File: src/rtl/lane_move_scheduler.sv
// Lane move scheduler: divides the frame tick into per-lane move strobes at level-scaled
// periods and issues at most one lane move per clock in round-robin order.
module lane_move_scheduler #(
   parameter int unsigned                   NUM_LANES  = 4,
   parameter int unsigned                   CNT_W      = 4,
   parameter logic [NUM_LANES*CNT_W-1:0]    PERIODS    = 16'h6432,
   parameter int unsigned                   MIN_PERIOD = 1
) (
   input  logic                 clk,
   input  logic                 reset,
   input  logic                 start,
   input  logic                 pause,
   input  logic                 frame_tick,
   input  logic [2:0]           level,
   output logic [NUM_LANES-1:0] move,
   output logic [NUM_LANES-1:0] lane_reset,
   output logic                 running,
   output logic                 overrun
);

   localparam int unsigned PtrW = (NUM_LANES > 1) ? $clog2(NUM_LANES) : 1;

   typedef enum logic [1:0] {StIdle, StInit, StRun, StPause} state_e;

   state_e               state_q;
   logic [CNT_W-1:0]     cnt_q [NUM_LANES];
   logic [NUM_LANES-1:0] pending_q;
   logic [PtrW-1:0]      rr_ptr_q;
   logic [NUM_LANES-1:0] move_q;
   logic [NUM_LANES-1:0] lane_reset_q;
   logic                 running_q;
   logic                 overrun_q;

   logic [CNT_W:0]       lvl_x;
   logic [CNT_W:0]       min_x;
   logic [CNT_W:0]       eff [NUM_LANES];
   logic [NUM_LANES-1:0] expire;
   logic [NUM_LANES-1:0] tick_set;

   assign lvl_x = (CNT_W+1)'(level);
   assign min_x = (CNT_W+1)'(MIN_PERIOD);

   // One extra bit keeps period - level from wrapping before the floor is applied.
   for (genvar g = 0; g < NUM_LANES; g++) begin : g_lane
      logic [CNT_W:0] per_x;
      assign per_x     = {1'b0, PERIODS[g*CNT_W +: CNT_W]};
      assign eff[g]    = (per_x >= lvl_x + min_x) ? (per_x - lvl_x) : min_x;
      assign expire[g] = ({1'b0, cnt_q[g]} + (CNT_W+1)'(1)) >= eff[g];
   end

   assign tick_set = frame_tick ? expire : '0;

   logic                 found;
   logic [PtrW-1:0]      sel;
   int unsigned          idx;
   logic [NUM_LANES-1:0] sel_onehot;
   logic [PtrW-1:0]      rr_next;

   always_comb begin
      found = 1'b0;
      sel   = '0;
      idx   = 0;
      for (int k = 0; k < NUM_LANES; k++) begin
         idx = (int'(rr_ptr_q) + k) % NUM_LANES;
         if (!found && pending_q[idx]) begin
            found = 1'b1;
            sel   = PtrW'(idx);
         end
      end
      sel_onehot = found ? (NUM_LANES'(1) << sel) : '0;
      rr_next    = found ? PtrW'((int'(sel) + 1) % NUM_LANES) : rr_ptr_q;
   end

   always_ff @(posedge clk) begin
      if (reset) begin
         state_q      <= StIdle;
         for (int i = 0; i < NUM_LANES; i++) cnt_q[i] <= '0;
         pending_q    <= '0;
         rr_ptr_q     <= '0;
         move_q       <= '0;
         lane_reset_q <= '1;
         running_q    <= 1'b0;
         overrun_q    <= 1'b0;
      end else begin
         move_q <= '0;
         case (state_q)
            StIdle: begin
               lane_reset_q <= '1;
               running_q    <= 1'b0;
               if (start) state_q <= StInit;
            end
            StInit: begin
               for (int i = 0; i < NUM_LANES; i++) cnt_q[i] <= '0;
               pending_q    <= '0;
               overrun_q    <= 1'b0;
               rr_ptr_q     <= '0;
               lane_reset_q <= '0;
               running_q    <= 1'b1;
               state_q      <= StRun;
            end
            StRun: begin
               if (start) begin
                  state_q      <= StInit;
                  lane_reset_q <= '1;
                  running_q    <= 1'b0;
               end else if (pause) begin
                  state_q   <= StPause;
                  running_q <= 1'b0;
               end else begin
                  if (frame_tick) begin
                     for (int i = 0; i < NUM_LANES; i++) begin
                        cnt_q[i] <= expire[i] ? '0 : cnt_q[i] + CNT_W'(1);
                     end
                  end
                  // A fresh expiry wins over the issue clear of the same lane.
                  pending_q <= (pending_q & ~sel_onehot) | tick_set;
                  if (|(tick_set & pending_q & ~sel_onehot)) overrun_q <= 1'b1;
                  move_q    <= sel_onehot;
                  rr_ptr_q  <= rr_next;
               end
            end
            StPause: begin
               if (start) begin
                  state_q      <= StInit;
                  lane_reset_q <= '1;
               end else if (!pause) begin
                  state_q   <= StRun;
                  running_q <= 1'b1;
               end
            end
            default: state_q <= StIdle;
         endcase
      end
   end

   assign move       = move_q;
   assign lane_reset = lane_reset_q;
   assign running    = running_q;
   assign overrun    = overrun_q;

endmodule

File: config.mk
export PLATFORM = sky130hd
export DESIGN_NAME = lane_move_scheduler
export DESIGN_NICKNAME = d
export VERILOG_FILES = /design/src/rtl/lane_move_scheduler.sv
export SDC_FILE = /design/constraint.sdc
export NUM_CORES = 1
export LEC_CHECK = 0
export CORE_UTILIZATION = 55
export CTS_CLUSTER_DIAMETER = 80
export DETAILED_ROUTE_END_ITERATION = 6
export PLACE_DENSITY = 0.81
export SYNTH_ARGS = -nofsm -noshare
export SYNTH_HDL_FRONTEND = slang
export SYNTH_SLANG_ARGS = --single-unit
File: constraint.sdc
create_clock -name clk -period 6.5 [get_ports clk]
set_input_delay 1.3 -clock clk [delete_from_list [all_inputs] [get_ports clk]]
set_output_delay 1.3 -clock clk [all_outputs]
set_load 0.01 [all_outputs]
==> impl_metrics.py, run 1 <==
metrics = {
    "run_status": {
        "status": "finished, final reports clean",
    },
    "clocking": {
        "root_buffer": "clkbuf_8",
        "cts_resized": 0,
        "cts_buffer_depth": 2,
        "ctsHtreeMaxLevel": 2,
        "clk-insertion-delay-late_ps": 290,
        "cts_hold_buf": 0,
        "cts.sinks": 31,
        "postCtsSetupRepairBufs": 0,
        "cts_buffers": 5,
        "path_clk_slew_ps": 60,
        "cts_tree": "built",
    },
    "detailed_routing": {
        "via_per_inst": 5.79,
        "antenna_left": 0,
        "drc": 0,
        "drt_iter0_drc": 127,
        "routed_wl_mm": 4.64,
        "wl_per_cell_um": 14.0,
        "vias": 1917,
        "dr.pass1.iters": 4,
    },
    "global_routing": {
        "grt_usage": 0.221,
        "grt_max_degree": 13,
        "antenna_found_initial": 0,
        "grt_pass1_wl_mm": 7.42,
        "grt_pass1_vias": 1673,
        "grt_overflow": 0,
    },
    "timing": {
        "hold_viol": 0,
        "hold-worst-slack_ps": 488,
        "finClkSkew_ps": 9.57,
        "rsz0062_at_grt": "false",
        "layout_min_cycle_time_ps": 4260,
        "setup_viol": 0,
        "tightest_slew_ps": 912,
        "maxSlewHeadroom": 0.384,
        "period_share": 0.655,
        "fmax_mhz": 235,
        "timing.final.ws_setup_ps": 2240,
        "final.setup.tns_ps": 0,
        "slew_viol_final": 0,
    },
    "worst_setup_path": {
        "path_cells": "clkdlybuf4s50_1, inv_1, ha_1, nor2b_1, or3b_2, ha_1, nand2b_1, a31oi_1, o21ai_0, or2_2, nor2b_1",
        "cp.buffers_inverters": 2,
        "regToRegEndpoint": "cnt_q[3][3]",
        "cp_max_fo": 12,
        "rr_worst_depth": 8,
        "rr_startpoint": "cnt_q[3][0]",
        "arrival_ps": 4400,
        "crit_path_max_incr_delay_ps": 720,
        "critical_path_class": "primary input to flip-flop",
        "critPathLaunchType": "primary input",
        "slowest_stage": "clkdlybuf4s50_1",
        "critical-path-top-delay-family": "simple AND/OR/NAND/NOR gates",
        "crit_path_end_kind": "flip-flop",
        "required_ps": 6640,
        "r2r_slack_ps": 4190,
    },
    "worst_hold_path": {
        "hold_start": "running",
        "min_delay_path_depth": 2,
        "min_path_type": "flip-flop to flip-flop",
        "worstHoldEndpoint": "running",
    },
    "floorplan": {
        "core-area_sq_um": 4030,
        "start_util": 0.579,
        "rows": 23,
        "die-width_um": 67.1,
        "dieArea_sq_um": 4510,
        "die_h_um": 67.1,
        "io_pins": 18,
    },
    "yosys": {
        "syn_area_per_cell_sq_um": 8.94,
        "ys_seq_area_frac": 0.318,
        "synth_seq_cells": 31,
        "ys_types": 51,
        "yosys_most_used_dff": "dfxtp_1",
        "yosys_warnings": 0,
        "async_reset_ff_frac": 0,
        "syn_inst": 261,
        "synth_area_sq_um": 2330,
        "synth_edf_count": 12,
    },
    "power": {
        "p_per_area_nw_per_um2": 171,
        "ir_worst_vdd_uv": 132,
        "p_leak_nw": 1.07,
    },
    "flow_run": {
        "maxCapViolCount": 0,
    },
    "layout": {
        "finish.utilization": 0.649,
        "nNetsFinal": 319,
        "layout_common_cells": "ha_1, o21ai_0, inv_1, dfxtp_1",
        "multi_input_area_sq_um": 1490,
        "n_antenna_cell": 0,
        "area_delta_synth_final_pct": 12.1,
        "instances_no_fill": 331,
        "seqCellArea_sq_um": 741,
        "fill_cells": 353,
        "layout_commonest_cell": "ha_1",
        "drive_gt1_frac": 0.0641,
    },
    "placement": {
        "gp_congestion": 0.845,
        "dp_cells": 323,
        "pre_cts_ws_ps": 1960,
        "dp_hpwl_mm": 3.57,
        "io_buffer_count": 17,
    },
}
cell type report:
cell class                 count  area share
tap                           50      0.0239
timing repair buffer          17      0.0651
multi-input combinational    206       0.569
inverter                      19      0.0273
clock buffer                   6      0.0278
clock inverter                 2     0.00335
sequential                    31       0.283
logic make-up after synthesis:
family                     Yosys count  share of synthesized area
and+or+nand+nor                     94                      0.233
AOI/OAI and AO/OA                   66                      0.187
adders and majority gates           31                      0.166
DFF                                 31                      0.318
buffers and inverters               26                     0.0477
xor gates and xnor gates             9                     0.0338
muxes                                3                     0.0134
other                                1                    0.00161
synth_stat cells, drive strengths merged, types with 3 or more instances:
cell type | number | area share
a21oi | 16 | 0.034
a31oi | 3 | 0.0080
a32o | 3 | 0.013
and2 | 4 | 0.011
and3 | 7 | 0.019
buf | 5 | 0.014
dfxtp | 19 | 0.16
edfxtp | 12 | 0.15
ha | 31 | 0.17
inv | 19 | 0.031
nand2 | 17 | 0.027
nand2b | 8 | 0.021
nand3 | 10 | 0.021
nand3b | 5 | 0.016
nor2 | 16 | 0.026
nor2b | 14 | 0.038
nor3b | 3 | 0.014
o211ai | 4 | 0.017
o21ai | 23 | 0.049
or2 | 3 | 0.0080
xnor2 | 5 | 0.019
xor2 | 4 | 0.015
through the flow:
step / power [mW] / instance area (sq um)
2_1_floorplan: 0.280 / 2340
3_3_place_gp: 0.304 / 2530
3_5_place_dp: 0.307 / 2530
4_1_cts: 0.450 / 2610
5_1_grt: 0.471 / 2610
6_report: 0.447 / 2610
tightest hold or removal path, stage by stage (launching register included):
cell	delay (ps)
dfxtp_1	310
o21ai_0	70
a21oi_1	60
layer usage:
metal	up-vias	track usage	share of wire
li1	975	-	-
met1	895	0.289	0.47
met2	43	0.355	0.47
met3	4	0.0497	0.042
met4	0	0.0771	0.011
met5	-	0	0
where the power goes:
group          internal [mW]  switching (mW)
logic                 0.0371          0.0514
registers              0.209         0.00615
clock network         0.0734          0.0705
state kept, by name, summed over array words and instances (netlist names):
signal / flops
move: 4
lane_reset: 1
pending_q: 4
running: 1
overrun: 1
state_q: 2
rr_ptr_q: 2
cnt_q: 16
worst max-delay path by stage:
stage	start	end	slack [ps]	depth (start not counted)
4_1_cts	level[0]	cnt_q[0][3]	2240	11
3_3_place_gp	level[0]	overrun	2030	11
3_5_place_dp	level[0]	overrun	1960	11
5_1_grt	level[0]	cnt_q[0][2]	1980	12
6_report	level[0]	cnt_q[0][3]	2240	11
2_1_floorplan	level[0]	overrun	2790	11
No activity file was read; power rests on OpenSTA's default activity.
==> inputs of run 2 (changes only) <==
- CORE_UTILIZATION: 55 -> 53
- clock period: 6.5 -> 3.8 ns (I/O delays scaled with it)
==> run 2 against run 1 <==
Clock power is 74% higher. Clock skew fell by 3.9 ps. Sequential cell count is the same. Utilization is 0.27 points lower. Setup slack worse by 1900 ps. Global-route usage grew 0.52 points. Cell area grew 1.7%. Hold slack lost 2.1 ps. Non-clock buffer count increased by 6. Combinational power up 76%. Sequential power up 71%.
==> impl_metrics.py, run 2 (same netlist as run 1, synthesis figures left out) <==
metrics = {
    "run_status": {
        "status": "finished, final reports clean",
    },
    "worst_setup_path": {
        "regToRegEndpoint": "overrun",
        "cp.buffers_inverters": 2,
        "rr_startpoint": "rr_ptr_q[1]",
        "cp_max_fo": 6,
        "crit_cells": 11,
        "r2r_slack_ps": 1460,
        "arrival_ps": 3590,
        "rr_worst_depth": 9,
        "crit_path_max_incr_delay_ps": 570,
        "critPathLaunchType": "primary input",
        "critical_path_class": "primary input to flip-flop",
        "path_cells": "clkdlybuf4s50_1, inv_1, ha_1, nor2b_1, or3b_2, ha_1, nand2b_1, a31oi_1, o21ai_0, or2_2, nor2b_1",
        "crit_path_end_kind": "flip-flop",
        "required_ps": 3940,
        "slowest_stage": "clkdlybuf4s50_1",
        "critical-path-top-delay-family": "simple AND/OR/NAND/NOR gates",
    },
    "layout": {
        "drive_gt1_frac": 0.0836,
        "n_antenna_cell": 0,
        "finalInstanceArea_sq_um": 2660,
        "layout_commonest_cell": "ha_1",
        "instances_no_fill": 337,
        "fill_cells": 354,
        "multi_input_area_sq_um": 1490,
        "largest_reg_flops": 16,
        "nNetsFinal": 325,
        "seqCellArea_sq_um": 741,
        "area_delta_synth_final_pct": 14.0,
        "regMostFlops": "cnt_q",
        "layout_common_cells": "ha_1, o21ai_0, inv_1, dfxtp_1",
    },
    "timing": {
        "slew_viol_final": 0,
        "maxSlewHeadroom": 0.425,
        "fmax_mhz": 290,
        "period_share": 0.907,
        "final.setup.tns_ps": 0,
        "finClkSkew_ps": 5.67,
        "timing.final.ws_setup_ps": 355,
        "hold_viol": 0,
        "rsz0062_at_grt": "false",
        "layout_min_cycle_time_ps": 3440,
        "setup_viol": 0,
        "tightest_slew_ps": 852,
    },
    "worst_hold_path": {
        "min_delay_path_depth": 2,
        "worstHoldEndpoint": "running",
        "hold_start": "running",
        "min_path_type": "flip-flop to flip-flop",
    },
    "global_routing": {
        "grt_pass1_vias": 1810,
        "antenna_found_initial": 0,
        "grt_usage": 0.226,
        "grt_max_degree": 12,
        "grt_overflow": 0,
        "grt_pass1_wl_mm": 7.73,
    },
    "detailed_routing": {
        "via_per_inst": 5.72,
        "wl_per_cell_um": 14.0,
        "routed_wl_mm": 4.72,
        "antenna_left": 0,
        "dr.pass1.iters": 4,
        "vias": 1928,
        "drt_iter0_drc": 51,
        "drc": 0,
    },
    "floorplan": {
        "rows": 23,
        "die_h_um": 68.3,
        "core-area_sq_um": 4120,
        "io_pins": 18,
        "start_util": 0.567,
        "die-width_um": 68.3,
        "dieArea_sq_um": 4670,
    },
    "power": {
        "p_leak_nw": 1.10,
        "ir_worst_vdd_uv": 235,
        "p_per_area_nw_per_um2": 292,
    },
    "clocking": {
        "clk-insertion-delay-late_ps": 290,
        "cts_buffer_depth": 2,
        "cts_tree": "built",
        "root_buffer": "clkbuf_8",
        "cts.sinks": 31,
        "postCtsSetupRepairBufs": 0,
        "cts_resized": 0,
        "cts_hold_buf": 0,
        "ctsHtreeMaxLevel": 2,
        "path_clk_slew_ps": 70,
        "cts_buffers": 5,
    },
    "placement": {
        "io_buffer_count": 17,
        "dp_hpwl_mm": 3.61,
        "placed_area_sq_um": 2580,
        "dp_cells": 329,
        "gp_congestion": 0.878,
        "pre_cts_ws_ps": 74.4,
    },
    "flow_run": {
        "maxCapViolCount": 0,
    },
}
## run 2: cell types whose count changed in the layout (fill, tap and decap cells not counted)
cell,before,now
clkbuf_1,1,2
clkinv_1,1,0
buf_4,0,6
## run 2: through the flow
step / hold slack [ps] / utilization / power [mW]
CTS: 485 / 0.646 / 0.779
floorplan: 482 / - / 0.479
detailed placement: 477 / 0.626 / 0.530
global route: 505 / 0.646 / 0.810
global placement: 466 / 0.626 / 0.526
finish: 485 / 0.646 / 0.775
## run 2: report_power, final
group,switching [mW],internal [mW]
Combinational,0.0882,0.0679
Sequential,0.0107,0.357
Clock,0.123,0.128
Total,0.222,0.553
## run 2: routing by layer
| metal | vias to the layer above | wire length (um) | global-route usage |
|---|---|---|---|
| li1 | 987 | - | - |
| met1 | 897 | 2180 | 0.276 |
| met2 | 35 | 2290 | 0.381 |
| met3 | 9 | 168 | 0.0400 |
| met4 | 0 | 72 | 0.107 |
| met5 | - | 0 | 0 |
## run 2: worst min-delay path, stage by stage (launching register included)
cell	delay (ps)
dfxtp_1	310
o21ai_0	70
a21oi_1	60
## run 2: worst max path at each step
stage | from | endpoint | slack (ps)
global route | level[0] | cnt_q[0][3] | 160
CTS | level[0] | cnt_q[0][2] | 360
floorplan | level[0] | overrun | 630
global placement | level[0] | overrun | 130
detailed placement | level[0] | cnt_q[0][2] | 70
finish | level[0] | cnt_q[0][2] | 360
## run 2: area by class of cell
type	instances	area share
multi-input cells	206	0.560
clock buffers	7	0.0287
well taps	50	0.0235
flip-flops and latches	31	0.279
clock inverters	1	0.00188
inverters	19	0.0268
repair buffers	23	0.0809
==> inputs of run 3 (changes only) <==
- CORE_UTILIZATION: 53 -> 45
- PLACE_DENSITY: 0.81 -> 0.72
==> run 3 against run 2 <==
Non-clock buffer count is the same. Critical path depth unchanged. Count of clock-buffer cells in the layout fell by 1. Highest routed layer unchanged. Clock skew up 0.66 ps. Global-route usage is 3.8 points lower. Largest cell class unchanged.
==> impl_metrics.py, run 3 (same netlist as run 1, synthesis figures left out) <==
metrics = {
    "timing": {
        "fmax_mhz": 301,
        "layout_min_cycle_time_ps": 3320,
        "slew_viol_final": 0,
        "tightest_slew_ps": 802,
        "setup_viol": 0,
        "rsz0062_at_grt": "false",
        "final.setup.tns_ps": 0,
        "timing.final.ws_setup_ps": 479,
        "period_share": 0.874,
        "maxSlewHeadroom": 0.459,
        "hold-worst-slack_ps": 491,
        "hold_viol": 0,
        "finClkSkew_ps": 6.34,
    },
    "layout": {
        "layout_common_cells": "ha_1, o21ai_0, inv_1, dfxtp_1",
        "area_delta_synth_final_pct": 14.9,
        "drive_gt1_frac": 0.0836,
        "n_antenna_cell": 0,
        "layout_commonest_cell": "ha_1",
        "finalInstanceArea_sq_um": 2680,
        "nNetsFinal": 325,
        "finish.utilization": 0.553,
        "instances_no_fill": 354,
        "fill_cells": 449,
        "regMostFlops": "cnt_q",
        "largest_reg_flops": 16,
    },
    "clocking": {
        "ctsHtreeMaxLevel": 2,
        "cts_tree": "built",
        "cts_resized": 0,
        "postCtsSetupRepairBufs": 0,
        "clk-insertion-delay-late_ps": 280,
        "root_buffer": "clkbuf_8",
        "path_clk_slew_ps": 70,
        "cts_hold_buf": 0,
        "cts_buffer_depth": 2,
        "cts.sinks": 31,
        "cts_buffers": 5,
    },
    "run_status": {
        "status": "finished, final reports clean",
    },
    "worst_setup_path": {
        "cp_max_fo": 6,
        "crit_path_max_incr_delay_ps": 510,
        "arrival_ps": 3470,
        "slowest_stage": "clkdlybuf4s50_1",
        "path_cells": "clkdlybuf4s50_1, inv_1, ha_1, nor2b_1, or3b_2, ha_1, nand2b_1, a31oi_1, o21ai_0, or2_2, nor2b_1",
        "critPathLaunchType": "primary input",
        "crit_path_end_kind": "flip-flop",
        "required_ps": 3950,
        "critical_path_class": "primary input to flip-flop",
    },
    "detailed_routing": {
        "routed_wl_mm": 4.65,
        "met2_length_mm": 2.14,
        "wl_met3_um": 181,
        "wl_per_cell_um": 13.1,
        "drt_iter0_drc": 115,
        "vias": 1918,
        "antenna_left": 0,
        "dr.pass1.iters": 4,
        "wl_met1_mm": 2.24,
        "via_per_inst": 5.42,
        "dr.max_layer_used": "met4",
        "drc": 0,
    },
    "placement": {
        "pre_cts_ws_ps": 190,
        "gp_congestion": 0.868,
        "placed_area_sq_um": 2600,
        "dp_hpwl_mm": 3.65,
        "io_buffer_count": 17,
        "dp_cells": 346,
    },
    "power": {
        "p_per_area_nw_per_um2": 287,
        "finalPower_mw": 0.768,
        "p_leak_nw": 1.10,
        "ir_worst_vdd_uv": 257,
    },
    "global_routing": {
        "antenna_found_initial": 0,
        "grt_pass1_wl_mm": 7.92,
        "grt_overflow": 0,
        "grt_pass1_vias": 1771,
        "grt_max_degree": 12,
        "grt_usage": 0.188,
    },
    "floorplan": {
        "start_util": 0.481,
        "core-area_sq_um": 4850,
        "dieArea_sq_um": 5470,
        "die-width_um": 74.0,
        "die_h_um": 74.0,
        "rows": 25,
        "io_pins": 18,
    },
    "flow_run": {
        "maxCapViolCount": 0,
    },
    "worst_hold_path": {
        "min_path_type": "flip-flop to flip-flop",
    },
}
-- run 3: changes by cell type in the layout (fill, tap and decap cells not counted) --
cell	previous run	this run
clkinv_1	0	1
clkbuf_1	2	1
-- run 3: critical path: cells and delay by family --
kind | cells | cell delay (ps)
simple gates | 5 | 1180
buf+inv | 2 | 620
fa+ha+maj | 2 | 590
compound gates | 2 | 330
-- run 3: report_power, final --
| group | internal (mW) | total [mW] | switching, mW |
|---|---|---|---|
| Clock | 0.126 | 0.246 | 0.120 |
| Sequential | 0.357 | 0.367 | 0.0103 |
| Combinational | 0.0670 | 0.155 | 0.0883 |
| Total | 0.550 | 0.768 | 0.219 |
-- run 3: routing by layer --
metal  vias to the layer above  track usage
met2                        44        0.296
met1                       876        0.249
met3                         7       0.0393
met5                         -            0
met4                         0       0.0812
li1                        991            -
-- run 3: final timing paths --
kind / from / to / slack (ps) / cells after the start
setup / recovery: level[0] / cnt_q[0][2] / 480 / 11
setup reg to reg: rr_ptr_q[1] / overrun / 1520 / 9
hold reg to reg: running / running / 490 / 2
hold / removal: running / running / 490 / 2
-- run 3: final cells by class --
| type | instances | area [sq um] | share of cell area |
|---|---|---|---|
| Tap cell | 67 | 83.8 | 0.0313 |
| Timing Repair Buffer | 23 | 215 | 0.0803 |
| Clock inverter | 2 | 8.76 | 0.00327 |
| Multi-Input combinational cell | 206 | 1490 | 0.555 |
| Sequential cell | 31 | 741 | 0.276 |
| Inverter | 19 | 71.3 | 0.0266 |
| Clock buffer | 6 | 72.6 | 0.0271 |
